$ cat config.mk
export PLATFORM = sky130hd
export DESIGN_NAME = sat_counter
export DESIGN_NICKNAME = d
export VERILOG_FILES = /design/src/rtl/prbs_checker_sat_counter.sv
export SDC_FILE = /design/constraint.sdc
export NUM_CORES = 1
export LEC_CHECK = 0
export CORE_MARGIN = 3
export CORE_UTILIZATION = 50
export CTS_BUF_LIST = sky130_fd_sc_hd__clkbuf_16
export CTS_CLUSTER_SIZE = 24
export DETAILED_ROUTE_END_ITERATION = 8
export GPL_ROUTABILITY_DRIVEN = 0
export PLACE_DENSITY_LB_ADDON = 0.25
export SETUP_SLACK_MARGIN = 0.2
export SLEW_MARGIN = 15
export SYNTH_ARGS = -nofsm -noshare
export SYNTH_HDL_FRONTEND = slang
export SYNTH_SLANG_ARGS = --single-unit
$ cat constraint.sdc
create_clock -name clk -period 4.3 [get_ports clk]
set_input_delay 0.43 -clock clk [delete_from_list [all_inputs] [get_ports clk]]
set_output_delay 0.43 -clock clk [all_outputs]
set_load 0.01 [all_outputs]
$ cat src/rtl/prbs_checker_sat_counter.sv
// Saturating up-counter with synchronous clear; clear wins over the old value
// but a coincident increment still counts, so clr+inc yields 1.
module sat_counter #(
    parameter int W = 16
) (
    input  logic         clk,
    input  logic         rst,
    input  logic         clr,
    input  logic         inc,
    output logic [W-1:0] count
);

    // Clear-then-increment, holding at all-ones instead of wrapping
    always_ff @(posedge clk or posedge rst) begin
        if (rst)
            count <= '0;
        else if (clr)
            count <= inc ? W'(1) : '0;
        else if (inc && (count != '1))
            count <= count + W'(1);
    end

endmodule

# Yosys cells after proc, flatten, opt, wreduce, memory -nomap -nowiden
# Index checks and enable logic that the tools add are counted.
totals:
  mem_count: 0
  mem_bits_rw: 0
  input_bits: 4
  rom_bits: 0
  latch_bits: 0
  register_bits: 16
  out_inout_bits: 16
op_classes:
  div_mod_pow: 0
  multipliers: 0
  magnitude_cmp: 0
  add_sub_neg: 1
  bitwise: 0
  shift: 0
  mux: 3
  n_eq_ne: 1
  n_reduce_logical: 2
op_table:
  columns: ["cell", "count"]
  rows:
  - ["2-to-1 mux 16 bit", 2]
  - ["adder 16 x 1 -> 16 bit (second input constant)", 1]
  - ["inequality test 16 bit (second input constant)", 1]
  - ["nonzero test 2 bit", 1]
  - ["logical AND 1 bit", 1]
  - ["2-to-1 mux 1 bit", 1]

# Longest topological paths before layout
logic_depth:
  word_depth: 4
  ltp_mapped: 5
  mapped_depth_nobuf: 5

# Least setup slack after synthesis
# OpenSTA, ideal clock, no wires.
synth_path:
  kind: "flip-flop to flip-flop"
  startpoint: "reg count[0]"
  endpoint: "reg count[12]"
  path_stages_with_launch: 6
  path_buffers: 0
  period_less_slack_ps: 1768
  arrival_time_ps: 1690
  slack_ps: 2532
  setup_ps: 78
  t_required_ps: 4222
  cell_sequence: "dfrtp_1 > ha_1 > nand4_4 > or3_4 > or3_1 > a21oi_1"
synth_between:
  elab_chain_len: 3
  elab_cells_between_ends: 6
synth_lines:
  columns: ["item", "line_no", "source"]
  rows:
  - ["start: declaration", "10", "output logic [W-1:0] count"]
  - ["start signal: assignment", "18", "count <= inc ? W'(1) : '0;"]
  - ["start signal: assignment", "20", "count <= count + W'(1);"]
  - ["adder 16 x 1 -> 16 bit / inequality test 16 bit (equally long branches)", "20, 19", null]
  - ["2-to-1 mux 16 bit / logical AND 1 bit (equally long branches)", "19", "else if (inc && (count != '1))"]
  - ["2-to-1 mux 16 bit / nonzero test 2 bit (equally long branches)", null, null]
# Several ways; a longest one is shown, not always the timed one. The select of a mux whose other input is x is not followed.
# A chain may end at the register's enable or synchronous reset.

# Worst setup path in the final report
layout_path:
  startpoint: "in inc"
  endpoint: "reg count[12]"
layout_between:
  elab_chain_len: 2
layout_lines:
  columns: ["item", "line_no", "source"]
  rows:
  - ["start: declaration", "9", "input logic inc,"]
  - ["logical AND 1 bit", "19", null]
  - ["nonzero test 2 bit (no line)", null, null]
# Every way passes these cells.

==> flow_summary_export.csv <==
group,metric,value,unit
logic_synthesis,yosysWarnings,0,
finish,regArea,400,sq um
place,dp_slack,2.19,ns
logic_synthesis,seq_area_frac_synth,0.433,
worst_setup_path,cp-start-kind,"input pin",
logic_synthesis,synth.most_common_cell,"dfrtp_1",
finish,top_register,"count",
routing,final_antenna_net_count,0,
routing,wirelength,2170,um
logic_synthesis,synth.avg_cell_area,9.63,sq um
finish,drive_above_1_share,0.0769,
place,post_dp_cell_area,1140,sq um
finish,largest_registers,"count: 16 flops",
logic_synthesis,synthesis.area,925,sq um
worst_setup_path,crit_slowest_cell,"clkdlybuf4s50_1",
grt,antenna_found_initial,0,
sta,tns,0,ns
clock_tree,cts.clk_slew.worst_paths,0.05,ns
sta,fin_crit,1.90,ns
sta,setup-violations-final,0,
grt,grt_first_pass_wirelength,3770,um
grt,gr-total-overflow,0,
sta,finalHoldViolCount,0,
worst_setup_path,reg2reg_to,"count[1]",
finish,nNetsFinal,123,
worst_setup_path,crit_fanout,6,
clock_tree,cts_resized,0,
floorplan,start_util,0.568,
logic_synthesis,synth-edff-count,0,
min_path,worstHoldPathType,"flip-flop to flip-flop",
logic_synthesis,syn_inst,96,
clock_tree,cts_tree,"yes",
finish,stdcell_area,1220,sq um
job,drv_cap,0,
worst_setup_path,required,4.46,ns
power_and_ir_drop,powerDensity,299,nW/um^2
finish,multi_input_area,502,sq um
power_and_ir_drop,power.leakage,0.000458,uW
worst_setup_path,r2r_slack,2.43,ns
sta,slew_violations,0,
clock_tree,clk_latency,0.24,ns
logic_synthesis,yosysUniqueCellTypes,31,
finish,nFillCells,118,
floorplan,fp.dieH,49.0,um
finish,largest_reg_flops,16,
logic_synthesis,synth_area_leaders,"dfrtp_1 43%, a21oi_1 6.0%, o31ai_1 4.9%",
sta,skew,0.00482,ns
min_path,holdPathStages,1,
floorplan,die-width,49.0,um
worst_setup_path,end_kind,"flip-flop",
finish,diodes,0,
clock_tree,cts.sinks,16,
worst_setup_path,cp_cell_sequence,"clkdlybuf4s50_1 -> inv_1 -> or3_4 -> or3_1 -> a21oi_1",
min_path,whs_endpoint,"count[0]",
clock_tree,h-tree-depth,1,
run_status,run_status,"completed",
place,port_buffers,19,
sta,fmax,526,MHz
place,dp_hpwl,1460,um
min_path,worstHoldStart,"count[0]",
routing,avgRoutedWirePerCell,15.4,um
logic_synthesis,async_reset_ff_frac,1.00,
logic_synthesis,synthFlopType,"dfrtp_1",
routing,drc,0,
logic_synthesis,synth_commonest_cells,"16 x dfrtp_1, 11 x a21oi_1, 8 x nand2_1",
sta,relSlewSlack,0.574,
power_and_ir_drop,ir_worst_vdd,279,uV
worst_setup_path,path_class,"input pin to flip-flop",
grt,grt_pass1_vias,845,
floorplan,dieArea,2400,sq um
routing,route.vias.total,859,
clock_tree,cts-root-buf,"clkbuf_16",
worst_setup_path,slowest_delay,0.63,ns
sta,rsz0062_at_grt,"false",
routing,drt_iter0_markers,31,
worst_setup_path,cp.arrival,2.06,ns
sta,worst_pin_slew,0.637,ns
clock_tree,ctsLongestPathBuffers,2,
clock_tree,postCtsSetupRepairBufs,0,
finish,utilization,0.747,
grt,grt_max_degree,18,
logic_synthesis,synth_area_leader_cell,"dfrtp_1",
sta,fin_crit_sh,0.442,
routing,drt-pass1-iter-count,4,
logic_synthesis,synth_top_area_share,0.433,
grt,grtUsageTotal,0.201,
finish,area_growth,31.5,%
sta,layout_setup_ws,2.40,ns
floorplan,coreArea,1630,sq um
logic_synthesis,syn_nets,101,
floorplan,io_pins,20,
logic_synthesis,synth-seq-cells,16,
sta,hold_slack,0.560,ns
worst_setup_path,r2r_start,"count[0]",
clock_tree,hold_buffers,0,
worst_setup_path,r2r_cells,5,
clock_tree,cts_buffers,3,
floorplan,fp-row-count,14,
routing,viasPerCell,6.09,
## worst max-delay path, delay by kind of cell
| family | cells | cell delay [ns] |
|---|---|---|
| AO/OA/AOI/OAI | 1 | 0.14 |
| buffers and inverters | 2 | 0.71 |
| AND/OR/NAND/NOR | 2 | 0.77 |
## where the power goes
part	internal, uW	leakage [uW]	total (uW)	switching (uW)
Sequential	154	0.000220	157	3.40
Clock	123	0.0000385	179	55.5
Combinational	12.5	0.000199	27.4	15.0
## placed cells by master, fill, tap and decap left out, drive strengths merged
| cell | synthesis | final |
|---|---|---|
| clkdlybuf4s50 | 0 | 19 |
| dfrtp | 16 | 16 |
| a21oi | 11 | 11 |
| nand2 | 8 | 8 |
| o31ai | 6 | 6 |
| nand4 | 6 | 6 |
| or3 | 6 | 6 |
| or4 | 5 | 5 |
| o21ai | 5 | 5 |
| inv | 4 | 4 |
| nand3 | 4 | 4 |
| nor2 | 3 | 3 |
| clkbuf | 1 | 3 |
| nor3 | 3 | 3 |
| and4 | 2 | 2 |
| and2 | 2 | 2 |
| and3 | 2 | 2 |
| a211oi | 2 | 2 |
| o41ai | 2 | 2 |
| nand2b | 1 | 1 |
| nand3b | 1 | 1 |
| o211ai | 1 | 1 |
| mux2i | 1 | 1 |
| xor2 | 1 | 1 |
| or3b | 1 | 1 |
| ha | 1 | 1 |
| clkinv | 0 | 1 |
## cells by family (layout without fill, tap and decap cells)
| logic type | Yosys count | in the layout | synth area share |
|---|---|---|---|
| fa+ha+maj | 1 | 1 | 0.0135 |
| flops | 16 | 16 | 0.433 |
| simple gates | 44 | 44 | 0.302 |
| compound gates | 27 | 27 | 0.207 |
| xor+xnor | 1 | 1 | 0.00947 |
| mux | 1 | 1 | 0.0108 |
| buf+inv | 6 | 27 | 0.0243 |
## how the worst max path moves through the flow
| stage | from | to | slack, ns | cells past startpoint |
|---|---|---|---|---|
| floorplan | count[0] | count[12] | 2.53 | 5 |
| global placement | inc | count[12] | 2.22 | 5 |
| detailed placement | inc | count[12] | 2.19 | 5 |
| CTS | count[0] | count[1] | 2.40 | 5 |
| global route | count[0] | count[1] | 2.26 | 5 |
| finish | inc | count[12] | 2.40 | 5 |
## cell type report
class	count	area share
multi-input combinational	74	0.413
sequential	16	0.329
timing repair buffer	19	0.156
clock buffer	3	0.0617
tap	24	0.0247
inverter	4	0.0123
clock inverter	1	0.00309
## metal layers
layer | up-vias | wire length [um] | track usage
li1 | 416 | - | -
met4 | 0 | 22 | 0.104
met2 | 33 | 1010 | 0.299
met5 | - | 0 | 0
met1 | 406 | 1000 | 0.279
met3 | 4 | 132 | 0.0336
## metrics by stage
step / cells / power (uW)
after floorplan: 96 / 174
final: 141 / 363
after global placement: 137 / 186
after detailed placement: 137 / 187
after global routing: 141 / 382
after CTS: 141 / 368
Power figures use the tool's default switching activity.
==> variant, RTL diff (same flow settings) <==
Set the parameter `W` to 32 (it was 16).
--- a/src/rtl/prbs_checker_sat_counter.sv
+++ b/src/rtl/prbs_checker_sat_counter.sv
@@ -2,5 +2,5 @@
 // but a coincident increment still counts, so clr+inc yields 1.
 module sat_counter #(
-    parameter int W = 16
+    parameter int W = 32
 ) (
     input  logic         clk,
Interface: changed (resized count); port bits go from 20 to 36. The function was not compared with the original's and may differ.
==> variant against the original RTL <==
- synthesized area is 96% higher
- critical path type is now flop to flop
- worst setup slack worse by 0.78 ns
- count of clock-buffer cells in the layout is 2 higher
- via count is 100% higher
- wire length is 100% higher
- power is 83% higher
- critical endpoint is now count[21]
- final area is 91% higher
- sequential cell count is 16 higher
- first-iteration DRC count grew to 4.1 times the old value
- largest power group unchanged
==> variant: results (changes against the original RTL) <==
Run status:
- Status: finished clean (unchanged).

Yosys:
- The xor and xnor fraction of the mapped netlist area was 0.009689 (was 0.009472).
- The sequential cell area fraction in the yosys report is 0.4429 (was 0.4330).
- The post-synthesis share of cell area spent on full adders, half adders and majority gates is 0.006920 (was 0.01353).
- The post-synthesis net count is 208 (was 101).
- Leading cell types by total area after synthesis: sky130_fd_sc_hd__dfrtp_1 44%, sky130_fd_sc_hd__a21oi_1 6.9%, sky130_fd_sc_hd__or3_1 5.2% (was sky130_fd_sc_hd__dfrtp_1 43%, sky130_fd_sc_hd__a21oi_1 6.0%, sky130_fd_sc_hd__o31ai_1 4.9%).
- Commonest cells in the synthesized netlist: 32 x sky130_fd_sc_hd__dfrtp_1, 25 x sky130_fd_sc_hd__a21oi_1, 17 x sky130_fd_sc_hd__o21ai_0 (was 16 x sky130_fd_sc_hd__dfrtp_1, 11 x sky130_fd_sc_hd__a21oi_1, 8 x sky130_fd_sc_hd__nand2_1).
- The synthesized-area fraction occupied by ao, oa, aoi and oai cells is 0.1931 (was 0.2070).
- The count of distinct cell types in the synthesized netlist is 35 (was 31).

Pwr:
- The switching power is 0.1404 mW (was 0.07389 mW).
- The worst ir drop on vdd was 182.5 uV (was 279.2 uV).
- The leakage component of the power is 0.8303 nW (was 0.4583 nW).

Worst setup path:
- The largest stage delay on the critical path is 0.70 ns (was 0.63 ns).
- The highest-delay cell along the critical path is sky130_fd_sc_hd__a41o_1 (was sky130_fd_sc_hd__clkdlybuf4s50_1).
- The critical-path maximum fanout is 22 (was 6).
- The worst reg-to-reg path cell count is 6 (was 5).
- The arrival time of data at the critical path endpoint was 2.83 ns (was 2.06 ns).

Final layout:
- The layout net count is 240 (was 123).
- The ratio of cells with drive above 1 in the final layout is 0.06356 (was 0.07692).
- The layout filler cell count came to 289 (was 118).

Global route:
- The number of global-route vias before repair is 1,636 (was 845).
- The wire length of the first global-routing pass came to 7603 um (was 3767 um).
- The combined global-route utilization of all metal layers is 0.2241 (was 0.2009).
- The pin count of the biggest net entering global routing came to 33 (was 18).

Routing:
- The iteration count of the initial detailed-routing pass is 4 (unchanged).
- The ratio of routed vias to standard cells is 6.099 (was 6.092).
- The routed wire length was 4346 um (was 2166 um).

Timing:
- The worst-case clock skew is 0.003913 ns (was 0.004825 ns).
- The pin slew with the least headroom to its limit came to 0.6823 ns (was 0.6368 ns).

Placement:
- The port buffer count is 35 (was 19).
- The HPWL after detailed placement is 2936 um (was 1462 um).
- The post-detailed-placement cell area was 2183 um^2 (was 1137 um^2).

Clock tree:
- The number of buffers inserted during clock tree synthesis was 5 (was 3).
- The clock network latency to the later pin of the worst-skew pair is 0.27 ns (was 0.24 ns).
-- variant: changes by cell type after synthesis, sizes merged, moves of 5 or more --
cell / delta
nand3: +8
nand4: +6
or3: +9
dfrtp: +16
nor2: +5
a21oi: +14
or4: +8
o21ai: +12
clkbuf: +9
-- variant: layout make-up --
class	instances	area (um^2)	share of cell area
Multi-Input combinational cell	152	929.6	0.4008
Sequential cell	32	800.8	0.3452
Timing Repair Buffer	38	372.9	0.1607
Clock buffer	5	125.1	0.05394
Tap cell	46	57.56	0.02481
Inverter	6	22.52	0.009709
Clock inverter	3	11.26	0.004854
-- variant: cells by family (layout without fill, tap and decap cells) --
| logic type | after synthesis | in the layout |
|---|---|---|
| AOI/OAI and AO/OA | 59 | 59 |
| xor gates and xnor gates | 2 | 2 |
| adders and majority gates | 1 | 1 |
| buffers and inverters | 19 | 52 |
| DFF | 32 | 32 |
| muxes | 1 | 1 |
| and+or+nand+nor | 89 | 89 |
-- variant: power groups by stage --
stage | combinational, mW | sequential, mW | clock, mW
CTS | 0.0322 | 0.308 | 0.329
finish | 0.0318 | 0.308 | 0.325
global placement | 0.0319 | 0.312 | 0
floorplan | 0.0176 | 0.313 | 0
global route | 0.0360 | 0.308 | 0.342
detailed placement | 0.0321 | 0.313 | 0
-- variant: worst paths after layout --
path | from | endpoint | slack (ns)
worst max-delay path | count[0] | count[21] | 1.62
worst min-delay path | rst | count[23] | 0.54
worst max register to register | count[0] | count[21] | 1.62
worst min register to register | count[7] | count[7] | 0.59
max in group asynchronous | rst | count[1] | 3.46
min in group clk | count[7] | count[7] | 0.59
-- variant: metal layers --
layer | part of all wire | track usage
met5 | 0 | 0
met4 | 0.012 | 0.08883
met3 | 0.050 | 0.04592
met2 | 0.45 | 0.3197
met1 | 0.48 | 0.3290
-- variant: tightest hold or removal path: cells and delay by family --
| family | cells | cell delay (ns) |
|---|---|---|
| buf+inv | 3 | 0.80 |
-- variant: metrics by stage --
stage	util	setup WS, ns	instances	hold WS (ns)
floorplan	-	2.068	203	0.5462
global placement	0.6392	1.659	274	0.5645
detailed placement	0.6392	1.592	274	0.5847
CTS	0.6791	1.648	282	0.5586
global route	0.6791	1.492	282	0.6163
finish	0.6791	1.623	282	0.5431
